### src/rtl/reorder_buffer.sv
// Reorder buffer: in-order retirement of out-of-order completions, with store release
// and branch/JALR redirect. A misprediction flushes every entry at the retiring edge.
module reorder_buffer #(
    parameter int DEPTH = 16,
    parameter int TAG_W = $clog2(DEPTH)
) (
    input  logic             clk,
    input  logic             rst,
    input  logic             rdy,
    input  logic             Issue_Ready,
    input  logic [1:0]       Issue_Type,
    input  logic [31:0]      Issue_Rd,
    output logic             success,
    output logic [TAG_W-1:0] ROB_Tail,
    input  logic             CDB_Ready,
    input  logic [TAG_W-1:0] CDB_Tag,
    input  logic [31:0]      CDB_Value,
    input  logic             CDB_Jump,
    input  logic [31:0]      CDB_Target,
    input  logic [TAG_W-1:0] Query_Tag,
    output logic             Query_Done,
    output logic [31:0]      Query_Value,
    output logic             ROB_Ready,
    output logic [4:0]       ROB_Addr,
    output logic [31:0]      ROB_Value,
    output logic [TAG_W-1:0] ROB_Tag,
    output logic             Store_Commit,
    output logic [TAG_W-1:0] Store_Tag,
    output logic             clr,
    output logic [31:0]      New_PC
);

    localparam logic [1:0] TYPE_REG    = 2'b00;
    localparam logic [1:0] TYPE_STORE  = 2'b01;
    localparam logic [1:0] TYPE_BRANCH = 2'b10;
    localparam logic [1:0] TYPE_JALR   = 2'b11;

    localparam logic [TAG_W-1:0] ONE_TAG    = {{(TAG_W-1){1'b0}}, 1'b1};
    localparam logic [TAG_W:0]   ONE_CNT    = {{TAG_W{1'b0}}, 1'b1};
    localparam logic [TAG_W:0]   FULL_COUNT = {1'b1, {TAG_W{1'b0}}};

    logic [TAG_W-1:0] head_q, tail_q;
    logic [TAG_W:0]   count_q;
    logic [DEPTH-1:0] valid_q;

    logic             done_q   [DEPTH];
    logic [1:0]       type_q   [DEPTH];
    logic [4:0]       rd_q     [DEPTH];
    logic [31:0]      value_q  [DEPTH];
    logic             jump_q   [DEPTH];
    logic [31:0]      target_q [DEPTH];

    logic       commit, mispredict, flush, issue_we, cdb_we;
    logic [1:0] head_type;

    // A branch's PC bits are not needed here: the CDB supplies the resolved target.
    logic unused_pc;
    assign unused_pc = ^Issue_Rd[31:5];

    // rdy is folded into every enable so a frozen cycle changes nothing.
    assign head_type  = type_q[head_q];
    assign commit     = rdy & valid_q[head_q] & done_q[head_q];
    assign mispredict = (head_type == TYPE_BRANCH) && (rd_q[head_q][0] != jump_q[head_q]);
    assign flush      = commit & ((head_type == TYPE_JALR) | mispredict);
    assign issue_we   = rdy & Issue_Ready & success & ~flush;
    assign cdb_we     = rdy & CDB_Ready & valid_q[CDB_Tag] & ~flush;

    assign success     = (count_q != FULL_COUNT);
    assign ROB_Tail    = tail_q;
    assign Query_Done  = valid_q[Query_Tag] & done_q[Query_Tag];
    assign Query_Value = value_q[Query_Tag];

    always_ff @(posedge clk) begin
        if (!rst) begin
            head_q       <= '0;
            tail_q       <= '0;
            count_q      <= '0;
            valid_q      <= '0;
            ROB_Ready    <= 1'b0;
            ROB_Addr     <= '0;
            ROB_Value    <= '0;
            ROB_Tag      <= '0;
            Store_Commit <= 1'b0;
            Store_Tag    <= '0;
            clr          <= 1'b0;
            New_PC       <= '0;
        end else begin
            ROB_Ready    <= 1'b0;
            Store_Commit <= 1'b0;
            clr          <= 1'b0;
            if (commit) begin
                if (head_type == TYPE_REG || head_type == TYPE_JALR) begin
                    ROB_Ready <= 1'b1;
                    ROB_Addr  <= rd_q[head_q];
                    ROB_Value <= value_q[head_q];
                    ROB_Tag   <= head_q;
                end
                if (head_type == TYPE_STORE) begin
                    Store_Commit <= 1'b1;
                    Store_Tag    <= head_q;
                end
                if (flush) begin
                    clr    <= 1'b1;
                    New_PC <= target_q[head_q];
                end
            end

            if (flush) begin
                valid_q <= '0;
                head_q  <= '0;
                tail_q  <= '0;
                count_q <= '0;
            end else begin
                // Head and tail differ whenever both fire, since a full buffer refuses issue.
                if (commit) begin
                    valid_q[head_q] <= 1'b0;
                    head_q          <= head_q + ONE_TAG;
                end
                if (issue_we) begin
                    valid_q[tail_q] <= 1'b1;
                    tail_q          <= tail_q + ONE_TAG;
                end
                case ({issue_we, commit})
                    2'b10:   count_q <= count_q + ONE_CNT;
                    2'b01:   count_q <= count_q - ONE_CNT;
                    default: count_q <= count_q;
                endcase
            end
        end
    end

    // NOTE: the payload arrays carry no reset; every read is qualified by valid_q,
    // so stale contents are harmless and the storage can map onto plain RAM.
    always_ff @(posedge clk) begin
        if (issue_we) begin
            type_q[tail_q] <= Issue_Type;
            rd_q[tail_q]   <= Issue_Rd[4:0];
            done_q[tail_q] <= 1'b0;
        end
        if (cdb_we) begin
            done_q[CDB_Tag]   <= 1'b1;
            value_q[CDB_Tag]  <= CDB_Value;
            jump_q[CDB_Tag]   <= CDB_Jump;
            target_q[CDB_Tag] <= CDB_Target;
        end
    end

endmodule

### config.mk
export PLATFORM = sky130hd
export DESIGN_NAME = reorder_buffer
export DESIGN_NICKNAME = d
export VERILOG_FILES = /design/src/rtl/reorder_buffer.sv
export SDC_FILE = /design/constraint.sdc
export NUM_CORES = 1
export LEC_CHECK = 0
export CORE_MARGIN = 2
export CORE_UTILIZATION = 56
export DETAILED_ROUTE_END_ITERATION = 10
export PLACE_DENSITY = 0.79
export SKIP_CTS_REPAIR_TIMING = 1
export SYNTH_ARGS = -nofsm -noshare
export SYNTH_HDL_FRONTEND = slang
export SYNTH_SLANG_ARGS = --single-unit
### constraint.sdc
create_clock -name clk -period 24.5 [get_ports clk]
set_input_delay 4.9 -clock clk [delete_from_list [all_inputs] [get_ports clk]]
set_output_delay 4.9 -clock clk [all_outputs]
set_load 0.02 [all_outputs]
==> metrics.md <==
| Metric | Value |
|---|---|
| Post-synth EDFFs | 1,152 |
| Synthesized net count | 2,630 |
| Tcrit/Tclk final | 53.2% |
| Final #Nets | 2,826 |
| Rel. slew slack | 17.7% |
| Fillers | 5,903 |
| Skew-Pair Late Insertion Delay | 0.73 ns |
| CTS Sinks | 1,281 |
| Area leader, netlist | edfxtp_1 |
| Row count | 112 |
| RePlAce Congestion | 0.867 |
| Setup total negative slack | 0 ns |
| GRT Residual Overflow | 0 |
| 1st-pass router iterations | 6 |
| Ys async rst share | 0% |
| Fin util | 64.6% |
| Num CTS Buffers | 121 |
| Top post-synthesis cells by count | edfxtp_1 (1,152), mux4_2 (533), dfxtp_1 (129) |
| Final critical-path required period | 13.04 ns |
| Hold_sp | ROB_Value[5]$_SDFFE_PN0P_ |
| Hold EP | ROB_Value[5]$_SDFFE_PN0P_ |
| Initial antenna violation count | 15 |
| Final setup viols | 0 |
| Drt total wl | 137,000 um |
| Non-filler cells, final | 4,071 |
| Root Buffer Master | clkbuf_16 |
| Top-count cell post-synth | edfxtp_1 |
| Fmax | 76.7 MHz |
| Initial Util | 56.6% |
| Final setup margin | 11.46 ns |
| PwrDens | 73.9 nW/um2 |
| Setup WS pre-CTS | 11.49 ns |
| Synthesized area | 52,800 um2 |
| IO Pins | 230 |
| Wire length per cell | 33.6 um |
| GRT Overall Usage | 28.4% |
| DR DRC count | 0 |
| Main synth FF type | edfxtp_1 |
| Outcome | complete, no violations |
| Initial DRC count | 4,330 |
| Setup crit end kind | output port |
| Detailed-placement wirelength estimate | 69,200 um |
| Die Y | 311 um |
| Worst min path class | register to register |
| Vias in the first global route | 29,000 |
| Unique masters post-synth | 54 |
| Crit path DAT | 8.14 ns |
| Synthesized flop and latch total | 1,281 |
| Final ANT Viol Nets | 0 |
| IO Port Bufs | 202 |
| Cells after Synth | 2,504 |
| CP startpoint | Query_Tag[1] |
| Sequential-to-total area share from yosys stat | 70.4% |
| H-tree levels | 3 |
| Reg-to-reg endpoint | value_q[8][9]$_DFFE_PP_ |
| CTS tree | built |
| Die width | 311 um |
| Lkg Pwr | 18.2 nW |
| Clock slew at reported path FFs | 0.06 ns |
| Pin count of the biggest net entering global routing | 167 |
| Syn-to-layout area delta | 14.2% |
| Final Max Tran Viols | 0 |
| R2r setup slk | 17.92 ns |
| Post-synth top area share | 65.5% |
| Final Hold Fails | 0 |
| Clk_skew | 0.0472 ns |
| Top cells by area, synth | edfxtp_1 (66%), mux4_2 (23%), dfxtp_1 (4.9%) |
| Vias per cell | 6.97 |
| CP startpoint kind | input port |
| Mean Syn Cell Area | 21.1 um2 |
| MaxCap Viol Count | 0 |
| RSZ-0062 raised after global routing | no |
| Worst-Margin Slew | 1.23 ns |
| Share of layout cells above drive strength 1 | 29.0% |
| Worst hold path cell count | 2 |
| Die Area | 96,800 um2 |
| Max Buffers Root-to-Sink | 3 |
| Pwr Total | 4.46 mW |
| CP required | 19.60 ns |
| Core Box Area | 93,300 um2 |
| WS Path Type | input port to output port |
| Vias | 28,400 |
| Maximum VDD drop | 0.0000693 V |
| Synth warnings | 0 |
| Worst Path Max Fanout | 70 |
| First-pass GRT wire length | 199,000 um |
| Placed cells | 3,831 |
| Reg2Reg Depth | 9 |
[worst max-delay path: stages]
cell and delay (ns):
buf_6 0.56, buf_4 0.95, mux4_2 0.43, mux4_2 0.49
clkdlybuf4s50_1 0.69
[through the flow]
stage,cell area (um2),hold WS [ns]
2_1_floorplan,52800,0.439
3_3_place_gp,56200,0.445
3_5_place_dp,56200,0.449
4_1_cts,60300,0.461
5_1_grt,60300,0.486
6_report,60300,0.460
[kinds of logic after synthesis]
kind of cell             Yosys count  share of synthesized area, %
AO/OA/AOI/OAI                    213                          2.43
flip-flops                      1281                          70.4
AND/OR/NAND/NOR                  233                          2.08
multiplexers                     542                          22.9
XOR/XNOR                          12                         0.199
adder cells (fa/ha/maj)           14                         0.332
buffers and inverters            209                          1.67
[how the worst max path moves through the flow]
stage	cells after the start	end
CTS	5	Query_Value[1]
finish	5	Query_Value[27]
detailed placement	5	Query_Value[1]
global route	6	Query_Done
floorplan	6	Query_Done
global placement	5	Query_Value[30]
[flip-flops by register name, summed over array words and instances (netlist names), named ones only]
signal        count
New_PC           32
ROB_Addr          5
ROB_Ready         1
ROB_Tag           4
ROB_Tail          4
ROB_Value        32
Store_Commit      1
Store_Tag         4
clr               1
count_q           5
done_q           16
head_q            4
jump_q           16
rd_q             80
target_q        512
type_q           32
valid_q          16
value_q         512
[routing by layer]
layer	share of wire (%)	vias to the layer above	wire length [um]	track usage, %
li1	-	11000	-	-
met1	35	14900	47900	37.6
met2	51	2042	69700	47.2
met3	11	332	14700	6.01
met4	3.2	20	4380	9.91
met5	0.092	-	126	0
[layout by cell type, fill, tap and decap left out, types with 4 or more instances in the layout]
master and instances:
dfxtp_1 124, clkbuf_1 18, and3_4 8, a32o_1 13, a31oi_1 6, buf_4 50, mux4_2 533, clkbuf_16 124
a21oi_1 98, a211oi_1 4, nand3_1 92, nor2b_1 11, xor2_1 4, mux2i_1 9, clkinv_1 23, nand2_1 68
nand4_1 5, bufinv_16 16, xnor2_1 8, dfxtp_4 4, nor2_1 29, ha_1 13, inv_1 25, clkinv_2 33
diode_2 9, o21ai_0 56, clkinvlp_4 8, a21o_1 15, clkbuf_8 6, edfxtp_1 1152, clkdlybuf4s50_1 198
[where the power goes]
| part | total [mW] | switching, mW | internal [mW] | leakage (nW) |
|---|---|---|---|---|
| Combinational | 0.137 | 0.0835 | 0.0540 | 4.84 |
| Sequential | 2.38 | 0.00157 | 2.38 | 11.4 |
| Clock | 1.94 | 0.830 | 1.11 | 2.02 |
| Total | 4.46 | 0.915 | 3.54 | 18.2 |
[cell type report]
class,count,area [um2],area share [%]
antenna,9,22.5,0.0373
clock buffer,147,3240,5.37
clock inverter,84,883,1.46
inverter,29,113,0.187
multi-input combinational,1014,14900,24.7
sequential,1281,37200,61.7
tap,1254,1570,2.60
timing repair buffer,253,2410,4.00
Power figures use the tool's default switching activity.
